===== config.mk =====
export PLATFORM = sky130hd
export DESIGN_NAME = ifu_flat
export DESIGN_NICKNAME = d
export VERILOG_FILES = /design/src/rtl/ifu_if.sv /design/src/rtl/ifu.sv /design/src/flat_wrapper.sv
export SDC_FILE = /design/constraint.sdc
export NUM_CORES = 1
export LEC_CHECK = 0
export CELL_PAD_IN_SITES_DETAIL_PLACEMENT = 1
export CELL_PAD_IN_SITES_GLOBAL_PLACEMENT = 2
export CORE_MARGIN = 2
export CORE_UTILIZATION = 26
export CTS_CLUSTER_DIAMETER = 80
export CTS_CLUSTER_SIZE = 14
export DETAILED_ROUTE_END_ITERATION = 10
export PLACE_DENSITY = 0.89
export SYNTH_ARGS = -nofsm -noshare
export SYNTH_HDL_FRONTEND = slang
export SYNTH_SLANG_ARGS = --single-unit

===== constraint.sdc =====
create_clock -name clk -period 2.8 [get_ports clk]
set_input_delay 0.28 -clock clk [delete_from_list [all_inputs] [get_ports clk]]
set_output_delay 0.28 -clock clk [all_outputs]
set_load 0.05 [all_outputs]

===== src/rtl/ifu_if.sv =====
// Instruction-side memory bus: request/accept address phase plus a separate response phase.
interface ifu_if #(
   parameter int unsigned ADDR_WIDTH = 32,
   parameter int unsigned DATA_WIDTH = 32
);
   logic [ADDR_WIDTH-1:0] o_bus_addr;
   logic                  o_bus_cmd;
   logic                  i_bus_ack;
   logic [DATA_WIDTH-1:0] i_bus_rdata;
   logic                  i_bus_rvalid;
   logic                  i_bus_err;

   modport master (
      output o_bus_addr, o_bus_cmd,
      input  i_bus_ack, i_bus_rdata, i_bus_rvalid, i_bus_err
   );

   modport slave (
      input  o_bus_addr, o_bus_cmd,
      output i_bus_ack, i_bus_rdata, i_bus_rvalid, i_bus_err
   );
endinterface


===== src/rtl/ifu.sv =====
// Instruction fetch unit: runs one single-word read at a time on the instruction bus and
// returns the word, a stall indication and one-cycle alignment/bus error pulses.
module ifu #(
   parameter int unsigned ADDR_WIDTH  = 32,
   parameter int unsigned DATA_WIDTH  = 32,
   parameter int unsigned BUS_TIMEOUT = 255
) (
   input  logic                  clk,
   input  logic                  nrst,
   input  logic [ADDR_WIDTH-1:0] i_addr,
   input  logic                  i_rd_cmd,
   output logic [DATA_WIDTH-1:0] o_instr_dat,
   output logic                  o_busy,
   output logic                  o_err_align,
   output logic                  o_err_bus,
   ifu_if.master                 bus
);

   localparam int unsigned CNT_W = (BUS_TIMEOUT == 0) ? 1 : $clog2(BUS_TIMEOUT + 1);
   localparam logic [CNT_W-1:0] CNT_MAX = '1;

   typedef enum logic [1:0] {
      IDLE = 2'd0,
      REQ  = 2'd1,
      WAIT = 2'd2
   } state_e;

   state_e                state_q, state_d;
   logic [ADDR_WIDTH-1:0] addr_q, addr_d;
   logic                  cmd_q, cmd_d;
   logic [DATA_WIDTH-1:0] instr_q, instr_d;
   logic                  err_align_q, err_align_d;
   logic                  err_bus_q, err_bus_d;
   logic [CNT_W-1:0]      cnt_q, cnt_d;

   logic aligned_c;
   logic timeout_c;
   logic rsp_c;
   logic [CNT_W-1:0] cnt_inc_c;

   assign aligned_c = (i_addr[1:0] == 2'b00);
   assign timeout_c = (BUS_TIMEOUT != 0) && (32'(cnt_q) == 32'(BUS_TIMEOUT));
   assign cnt_inc_c = (cnt_q == CNT_MAX) ? cnt_q : cnt_q + CNT_W'(1);

   // Stall in the command cycle itself, before the request is registered.
   assign o_busy = (state_q != IDLE) | (i_rd_cmd & aligned_c);

   always_ff @(posedge clk) begin
      if (!nrst) begin
         state_q     <= IDLE;
         addr_q      <= '0;
         cmd_q       <= 1'b0;
         instr_q     <= '0;
         err_align_q <= 1'b0;
         err_bus_q   <= 1'b0;
         cnt_q       <= '0;
      end else begin
         state_q     <= state_d;
         addr_q      <= addr_d;
         cmd_q       <= cmd_d;
         instr_q     <= instr_d;
         err_align_q <= err_align_d;
         err_bus_q   <= err_bus_d;
         cnt_q       <= cnt_d;
      end
   end

   always_comb begin
      state_d     = state_q;
      addr_d      = addr_q;
      cmd_d       = 1'b0;
      instr_d     = instr_q;
      err_align_d = 1'b0;
      err_bus_d   = 1'b0;
      cnt_d       = cnt_q;
      rsp_c       = 1'b0;

      unique case (state_q)
         IDLE: begin
            if (i_rd_cmd) begin
               if (aligned_c) begin
                  addr_d  = i_addr;
                  cmd_d   = 1'b1;
                  cnt_d   = '0;
                  state_d = REQ;
               end else begin
                  err_align_d = 1'b1;
                  instr_d     = '0;
               end
            end
         end
         REQ: begin
            cnt_d = cnt_inc_c;
            if (bus.i_bus_ack && bus.i_bus_rvalid) begin
               rsp_c = 1'b1;
            end else if (timeout_c) begin
               instr_d   = '0;
               err_bus_d = 1'b1;
               state_d   = IDLE;
            end else if (bus.i_bus_ack) begin
               state_d = WAIT;
            end else begin
               cmd_d = 1'b1;
            end
         end
         WAIT: begin
            cnt_d = cnt_inc_c;
            if (bus.i_bus_rvalid) begin
               rsp_c = 1'b1;
            end else if (timeout_c) begin
               instr_d   = '0;
               err_bus_d = 1'b1;
               state_d   = IDLE;
            end
         end
         default: state_d = IDLE;
      endcase

      // A real response wins over a timeout landing in the same cycle.
      if (rsp_c) begin
         state_d = IDLE;
         if (bus.i_bus_err) begin
            instr_d   = '0;
            err_bus_d = 1'b1;
         end else begin
            instr_d = bus.i_bus_rdata;
         end
      end
   end

   assign o_instr_dat    = instr_q;
   assign o_err_align    = err_align_q;
   assign o_err_bus      = err_bus_q;
   assign bus.o_bus_addr = addr_q;
   assign bus.o_bus_cmd  = cmd_q;

endmodule


===== src/flat_wrapper.sv =====
// flat-port wrapper written by rule: the top's interface ports become plain ports
module ifu_flat 
#(
   parameter int unsigned ADDR_WIDTH  = 32,
   parameter int unsigned DATA_WIDTH  = 32,
   parameter int unsigned BUS_TIMEOUT = 255
)
  (clk, nrst, i_addr, i_rd_cmd, o_instr_dat, o_busy, o_err_align, o_err_bus, bus_o_bus_addr, bus_o_bus_cmd, bus_i_bus_ack, bus_i_bus_rdata, bus_i_bus_rvalid, bus_i_bus_err);
  ifu_if #(.ADDR_WIDTH(ADDR_WIDTH), .DATA_WIDTH(DATA_WIDTH)) bus_i ();
  input  logic clk;
  input  logic nrst;
  input  logic [ADDR_WIDTH-1:0] i_addr;
  input  logic i_rd_cmd;
  output logic [DATA_WIDTH-1:0] o_instr_dat;
  output logic o_busy;
  output logic o_err_align;
  output logic o_err_bus;
  output wire logic [$bits(bus_i.o_bus_addr)-1:0] bus_o_bus_addr;
  output wire logic [$bits(bus_i.o_bus_cmd)-1:0] bus_o_bus_cmd;
  input wire logic [$bits(bus_i.i_bus_ack)-1:0] bus_i_bus_ack;
  input wire logic [$bits(bus_i.i_bus_rdata)-1:0] bus_i_bus_rdata;
  input wire logic [$bits(bus_i.i_bus_rvalid)-1:0] bus_i_bus_rvalid;
  input wire logic [$bits(bus_i.i_bus_err)-1:0] bus_i_bus_err;
  assign bus_o_bus_addr = bus_i.o_bus_addr;
  assign bus_o_bus_cmd = bus_i.o_bus_cmd;
  assign bus_i.i_bus_ack = bus_i_bus_ack;
  assign bus_i.i_bus_rdata = bus_i_bus_rdata;
  assign bus_i.i_bus_rvalid = bus_i_bus_rvalid;
  assign bus_i.i_bus_err = bus_i_bus_err;
  ifu #(.ADDR_WIDTH(ADDR_WIDTH), .DATA_WIDTH(DATA_WIDTH), .BUS_TIMEOUT(BUS_TIMEOUT)) u_core (.clk(clk), .nrst(nrst), .i_addr(i_addr), .i_rd_cmd(i_rd_cmd), .o_instr_dat(o_instr_dat), .o_busy(o_busy), .o_err_align(o_err_align), .o_err_bus(o_err_bus), .bus(bus_i));
endmodule

* After elaboration in Yosys (flattened, before gate mapping)
Cells that the tools add are included.
** Word-level totals
- Bits in registers :: 77
- Bits of input ports :: 70
- Output and inout bits :: 68
** Cells by class
- $add $sub $neg :: 1
- Eq/ne operators :: 14
- Muxes and demuxes :: 36
- Bitwise gates (word level) :: 3
- Reductions and logical operators :: 13
** Operators by type and width (number)
- $mux 32 :: 7
- $pmux 32 s3 :: 1
- $mux 8 :: 3
- $pmux 8 s2 :: 1
- $mux 2 :: 7
- $mux 1 :: 13
- $ne 3x2->1 const B :: 4
- $add 8x1->8 const B :: 1
- $eq 8x8->1 const B :: 1
- $ne 2x2->1 const B :: 4
- $pmux 1 s2 :: 3
- $pmux 2 s3 :: 1
- $reduce_and 3->1 :: 2
- $reduce_and 6->1 :: 1
- $reduce_and 5->1 :: 1
- $logic_not 2->1 :: 2
- $ne 2x1->1 const B :: 2
- $reduce_and 4->1 :: 1
- $reduce_bool 2->1 :: 2
- $reduce_bool 4->1 :: 1
- $reduce_or 2->1 :: 2
- $ne 3x3->1 const B :: 1
- $eq 2x1->1 const B :: 1
- $eq 2x2->1 const B :: 1
- other kinds (4) :: 4

* Depth between registers and ports, before layout
Gate-level depths: netlist (run 1).
- Depth in word-level cells :: 6
- Gate-level depth with buffers :: 8
- Depth with buffers taken out :: 6

* Least setup slack after synthesis (run 1)
Ideal clock, no wire load.
- Path kind :: reg2reg
- Start :: reg u_core.state_q[0]
- End :: reg u_core.instr_q[15], in the netlist u_core.o_instr_dat[15]
- Library setup time :: 0.060 ns
- Data arrival time :: 1.840 ns
- Required time :: 2.740 ns
- Path slack :: 0.900 ns
- Stages on the path, launching flop included :: 8
- Clock period less this slack :: 1.900 ns
- Cells stage by stage :: dfxtp_1 > inv_1 > ha_1 > nand2_1 > a2111oi_2 > clkbuf_1 > a32oi_1 > nand2_1
** Between the ends
- Cells in the longest elaborated chain, start to end :: 4
- Elaborated cells on any way between the ends :: 12
** Ends and longest elaborated chain
- start: declaration :: RTL line ifu.sv:28 : state_e state_q, state_d;
- start signal: assignment :: RTL line ifu.sv:58 : state_q <= state_d;
- $eq 2x2->1 / $eq 2x1->1 (equally long branches) :: RTL line ifu.sv:78 : unique case (state_q)
- $pmux 1 s2 :: RTL line ifu.sv:78
- $ne 3x2->1 (no source line) (tied with other cells)
- $reduce_and 5->1 (no source line)
- end signal: assignment :: RTL line ifu.sv:61 : instr_q <= instr_d;
- end: declaration :: RTL line ifu.sv:31 : logic [DATA_WIDTH-1:0] instr_q, instr_d;
Parallel ways exist; a longest one is shown, timed or not.
A chain may end at the register's enable or synchronous reset.

* Worst setup path in the final report (run 1)
Same ends and word-level chain as after synthesis.

==> flow_summary.yaml, run 1 <==
synth:
  synthesis.nets: 484
  yosysTopAreaCellShare_pct: 45.18
  netlist_instances: 408
  synthDistinctLibCells: 35
  avgSynthCellArea_um2: 8.363
  synth_largest_area_cell: "dfxtp_1"
  netlist_area_mm2: 0.003412
  seq_area_frac_synth_pct: 45.18
  ys_seq_elements: 77
  synth_area_leaders: "dfxtp_1 (45%), nand2_1 (11%), a32oi_1 (8.5%)"
  yosysWarnings: 0
sta:
  max_slew.worst_pin.slew_ps: 1155
  fmax_mhz: 463.0
  rsz0062_at_grt: "false"
  relSlewSlack_pct: 22.97
  setup_tns_ps: 0
  drv_slew: 0
  min_period_over_period_pct: 77.14
  hold_viol_final: 0
  finalSetupViolations: 0
  fin_skew_ps: 6.951
  period_needed_ps: 2160
  fin_ws_ps: 640.1
die:
  dieArea_mm2: 0.01406
  fp.dieW_um: 118.6
  die_y_um: 118.6
  core_mm2: 0.01272
  initial_core_util_pct: 26.82
  num_rows: 41
  ioPinCount: 138
routing:
  wl_um: 11480
  wl_per_cell_um: 16.16
  viasPerCell: 4.986
  vias: 3540
  dr.pass1.iters: 4
  first_iter_violations: 175
  drc: 0
  ant_nets: 0
final_layout:
  multiInputGateArea_mm2: 0.001739
  final_cell_mix: "clkdlybuf4s50_1 (136), nand2_1 (100), dfxtp_1 (77), and2_1 (36), a21oi_1 (36)"
  area_growth_pct: 54.24
  seqCellArea_mm2: 0.001541
  stdcell_count: 710
  drive_gt1_share_pct: 5.948
  antenna_cells_inserted: 0
  fillers: 1535
  final_common_cell: "clkdlybuf4s50_1"
  nNetsFinal: 609
clocking:
  clock_path_buffers: 2
  cts_root_buf: "clkbuf_16"
  clkTransAtPathRegs_ps: 60
  post_cts_resized: 0
  clock_sinks: 77
  numCtsBuffers: 9
  clk_latency_ps: 340
  post-cts-setup-buffer-count: 0
  hold_buffers: 0
  htreeDepth: 3
  cts_tree: "yes"
power_and_ir_drop:
  internal_power_uw: 2157
  power_frac_seq_pct: 34.9
  clkPwrFrac_pct: 35.1
  switching_share_pct: 35.84
  powerDensity_mw_per_mm2: 638.9
  ir_worst_vdd_mv: 0.3121
  switchingPower_uw: 1205
  power_leakage_uw: 0.001960
  comb_power_share_pct: 30.0
placement:
  pre_cts_ws_ps: 573.6
  dp_hpwl_um: 7976
  gp_congestion: 0.8348
  dp_cells: 694
  port-buffer-count: 137
grt:
  grt_pass1_wl_um: 18780
  gr-usage-all-layers_pct: 16.33
  grt_max_degree: 39
  grt_pass1_vias: 3701
  antenna_found_initial: 0
  grt_overflow: 0
worst_hold_path:
  hold_depth: 2
  hold_class: "reg2reg"
  hold_end: "u_core.bus.o_bus_addr[27]$_SDFFE_PN0P_"
  hold_path.startpoint: "u_core.bus.o_bus_addr[27]$_SDFFE_PN0P_"
critical_path:
  reg2reg_depth: 5
  required_ps: 3070
  r2r_start: "u_core.state_q[0]$_SDFFE_PP0P_"
  startpoint_type: "register"
  critPathCaptureType: "register"
  worst_ep_arrival_time_ps: 2430
  reg2reg_slack_ps: 640
  crit_type: "reg2reg"
  cp_max_fo: 32
  reg2reg_to: "u_core.o_instr_dat[15]$_SDFFE_PN0P_"
status:
  status: "finished, final reports clean"
job:
  drv_cap: 0
## metal layers
metal / share of wire (%) / GRT usage [%] / wire length (um) / vias to the layer above
met1: 45 / 19.73 / 5222 / 1716
met3: 5.7 / 4.585 / 652 / 7
met4: 0.80 / 4.836 / 92 / 0
met2: 48 / 28.09 / 5509 / 96
met5: 0 / 0 / 0 / -
li1: - / - / - / 1721
## cell type report
cell class                 count  area share (%)
clock buffer                   9           4.280
clock inverter                 7           1.427
inverter                       4          0.2853
multi-input combinational    293           33.05
sequential                    77           29.29
tap                          172           4.089
timing repair buffer         148           27.58
## sequential cells by signal, indices dropped and copies added (netlist names)
register / count
u_core.cnt_q: 8
u_core.state_q: 2
u_core.o_instr_dat: 32
u_core.bus.o_bus_cmd: 1
u_core.o_err_bus: 1
u_core.o_err_align: 1
u_core.bus.o_bus_addr: 32
## synth_stat cells
master     number
nand2_1       100
dfxtp_1        77
a21oi_1        36
and2_1         36
a32oi_1        33
o211ai_1       33
clkbuf_1       30
ha_1            6
nor2_1          6
and3_1          4
buf_2           4
o21ai_1         4
inv_1           3
nand3_1         3
o21ai_0         3
o31ai_1         3
or3_1           3
or4_1           3
a21o_1          2
mux2i_1         2
nand2b_1        2
nor2b_1         2
a2111oi_2       1
a21bo_2         1
a21boi_1        1
a221o_1         1
a22oi_1         1
a31oi_1         1
a32o_1          1
and4_1          1
inv_2           1
nand3b_1        1
nand4_1         1
nand4bb_1       1
xor2_1          1
## how the worst max path moves through the flow
stage,startpoint,to,depth (start not counted)
2_1_floorplan,u_core.state_q[0]$_SDFFE_PP0P_,u_core.o_instr_dat[15]$_SDFFE_PN0P_,7
3_3_place_gp,i_addr[0],u_core.o_instr_dat[18]$_SDFFE_PN0P_,5
3_5_place_dp,i_addr[1],u_core.o_instr_dat[15]$_SDFFE_PN0P_,5
4_1_cts,u_core.state_q[0]$_SDFFE_PP0P_,u_core.cnt_q[6]$_SDFFE_PN0P_,6
5_1_grt,u_core.state_q[0]$_SDFFE_PP0P_,u_core.cnt_q[6]$_SDFFE_PN0P_,6
6_report,u_core.state_q[0]$_SDFFE_PP0P_,u_core.o_instr_dat[15]$_SDFFE_PN0P_,5
## kinds of logic (layout without fill, tap and decap cells)
logic type / count (synthesis) / count (layout) / synth area share [%]
simple gates: 163 / 163 / 22.37
fa+ha+maj: 6 / 6 / 2.200
buf+inv: 38 / 168 / 4.327
flops: 77 / 77 / 45.18
mux: 2 / 2 / 0.5867
compound gates: 121 / 121 / 25.08
xor+xnor: 1 / 1 / 0.2567
## critical path, stage by stage (launching register included)
cell and delay (ps):
dfxtp_1 340, inv_1 120, ha_1 350, a21o_1 940, o211ai_1 200, nand2_1 120
## stage by stage
step / hold slack, ps / instance area [um2] / power (uW) / util, %
4_1_cts: 455.5 / 5263 / 3402 / 41.37
3_3_place_gp: 441.2 / 4962 / 2189 / 39.00
5_1_grt: 472.5 / 5263 / 3519 / 41.37
3_5_place_dp: 446.6 / 4962 / 2207 / 39.00
6_report: 453.1 / 5263 / 3362 / 41.37
2_1_floorplan: 405.9 / 3412 / 1814 / -
## power groups by stage
stage | logic, uW | clock network (uW) | registers (uW)
floorplan | 501 | 0 | 1310
global placement | 993 | 0 | 1200
detailed placement | 1010 | 0 | 1200
CTS | 1020 | 1210 | 1170
global route | 1080 | 1260 | 1180
finish | 1010 | 1180 | 1170
No activity file was read; power rests on OpenSTA's default activity.
==> run 2, diff against run 1 <==
Settings changed: CORE_UTILIZATION 26 to 21, PLACE_DENSITY 0.89 to 0.77.
Clock period 2.8 ns to 1.9 ns, I/O delays scaled along.
==> flow_summary.yaml, run 2 (synthesis results as in run 1) <==
sta:
  min_period_over_period_pct: 100.2
  rsz0062_at_grt: "true"
  fmax_mhz: 525.5
  max_slew.worst_pin.slew_ps: 543.8
  hold_viol_final: 0
  fin_ws_ps: -2.864
  relSlewSlack_pct: 63.63
  period_needed_ps: 1903
  finalSetupViolations: 1
  fin_skew_ps: 8.857
  drv_slew: 0
  hold_ws_ps: 394.6
clocking:
  clkTransAtPathRegs_ps: 60
  clock_path_buffers: 2
  hold_buffers: 0
  numCtsBuffers: 9
  cts_tree: "yes"
  clock_sinks: 77
  htreeDepth: 3
  cts_root_buf: "clkbuf_16"
  clk_latency_ps: 350
placement:
  dp_hpwl_um: 8727
  gp_congestion: 0.7264
  pre_cts_ws_ps: -50.82
  port-buffer-count: 137
  placed_cell_area_mm2: 0.005248
grt:
  grt_pass1_wl_um: 20030
  grt_overflow: 0
  antenna_found_initial: 0
  grt_pass1_vias: 3819
  grt_max_degree: 35
  gr-usage-all-layers_pct: 14.34
critical_path:
  required_ps: 2140
  startpoint_type: "register"
  critPathCaptureType: "register"
  reg2reg_depth: 8
  crit_type: "reg2reg"
  cp_max_fo: 8
  worst_ep_arrival_time_ps: 2140
final_layout:
  multiInputGateArea_mm2: 0.001828
  fin_util_pct: 36.22
  fillers: 1828
  antenna_cells_inserted: 0
  seqCellArea_mm2: 0.001544
  drive_gt1_share_pct: 12.94
  area_growth_pct: 68.65
  postLayoutCellArea_mm2: 0.005754
  final_common_cell: "clkdlybuf4s50_1"
  nNetsFinal: 635
  final_cell_mix: "clkdlybuf4s50_1 (136), nand2_1 (100), dfxtp_1 (75), and2_1 (36), a21oi_1 (36)"
die:
  core_mm2: 0.01589
  initial_core_util_pct: 21.48
  dieArea_mm2: 0.01728
  die_y_um: 131.5
  num_rows: 46
  ioPinCount: 138
  fp.dieW_um: 131.5
power_and_ir_drop:
  powerDensity_mw_per_mm2: 970.5
  ir_worst_vdd_mv: 0.5371
  power_leakage_uw: 0.002193
routing:
  vias: 3672
  ant_nets: 0
  dr.pass1.iters: 4
  wl_um: 13190
  wl_per_cell_um: 16.91
  viasPerCell: 4.708
  first_iter_violations: 175
  drc: 0
worst_hold_path:
  hold_class: "in2reg"
  hold_depth: 3
status:
  violations: "negative setup slack"
  status: "finished with violations"
job:
  drv_cap: 0
run 2: final timing paths:
kind	startpoint	to	slack, ps
hold / removal	i_addr[30]	u_core.bus.o_bus_addr[30]$_SDFFE_PN0P_	390
setup reg to reg	u_core.state_q[0]$_SDFFE_PP0P_	u_core.o_instr_dat[18]$_SDFFE_PN0P_	-3
setup / recovery	u_core.state_q[0]$_SDFFE_PP0P_	u_core.o_instr_dat[18]$_SDFFE_PN0P_	-3
hold reg to reg	u_core.bus.o_bus_addr[26]$_SDFFE_PN0P_	u_core.bus.o_bus_addr[26]$_SDFFE_PN0P_	450
run 2: repair_timing:
action,4_1_cts,5_1_grt
endpoints found under the hold margin,0,0
setup buffers,0,3
setup endpoints to repair,21,40
gates cloned,0,4
resized for setup,2,18
pin swaps,0,13
run 2: routing by layer:
| layer | global-route usage, % | part of all wire [%] | vias up |
|---|---|---|---|
| li1 | - | - | 1771 |
| met5 | 0 | 0 | - |
| met3 | 5.324 | 6.2 | 12 |
| met2 | 25.19 | 48 | 114 |
| met4 | 3.804 | 1.1 | 0 |
| met1 | 16.34 | 45 | 1775 |
run 2: metrics by stage:
| step | total power [uW] | instances | TNS [ps] |
|---|---|---|---|
| after floorplan | 2674 | 408 | 0 |
| after global placement | 3525 | 757 | 0 |
| after detailed placement | 3576 | 757 | -419.5 |
| after CTS | 5390 | 773 | -12.24 |
| after global routing | 5851 | 780 | -853.2 |
| final | 5584 | 780 | -2.864 |
run 2: area by class of cell:
type / instances / share of cell area [%]
well taps: 216 / 4.697
repair buffers: 174 / 31.25
clock inverters: 7 / 1.283
clock buffers: 9 / 3.914
flip-flops and latches: 77 / 26.83
inverters: 4 / 0.2609
multi-input cells: 293 / 31.77
run 2: where the power goes:
group          total [uW]  switching, uW  internal (uW)
Combinational        2090           1210            880
Clock                1770            744           1020
Sequential           1720           36.5           1690
run 2: worst max-delay path, cell delays in order (launching register included):
cell and delay, ps:
dfxtp_2 340, inv_2 50, buf_6 120, ha_4 150, a21o_1 180, a221o_2 480, clkbuf_16 220, a32oi_1 170
nand2_1 70
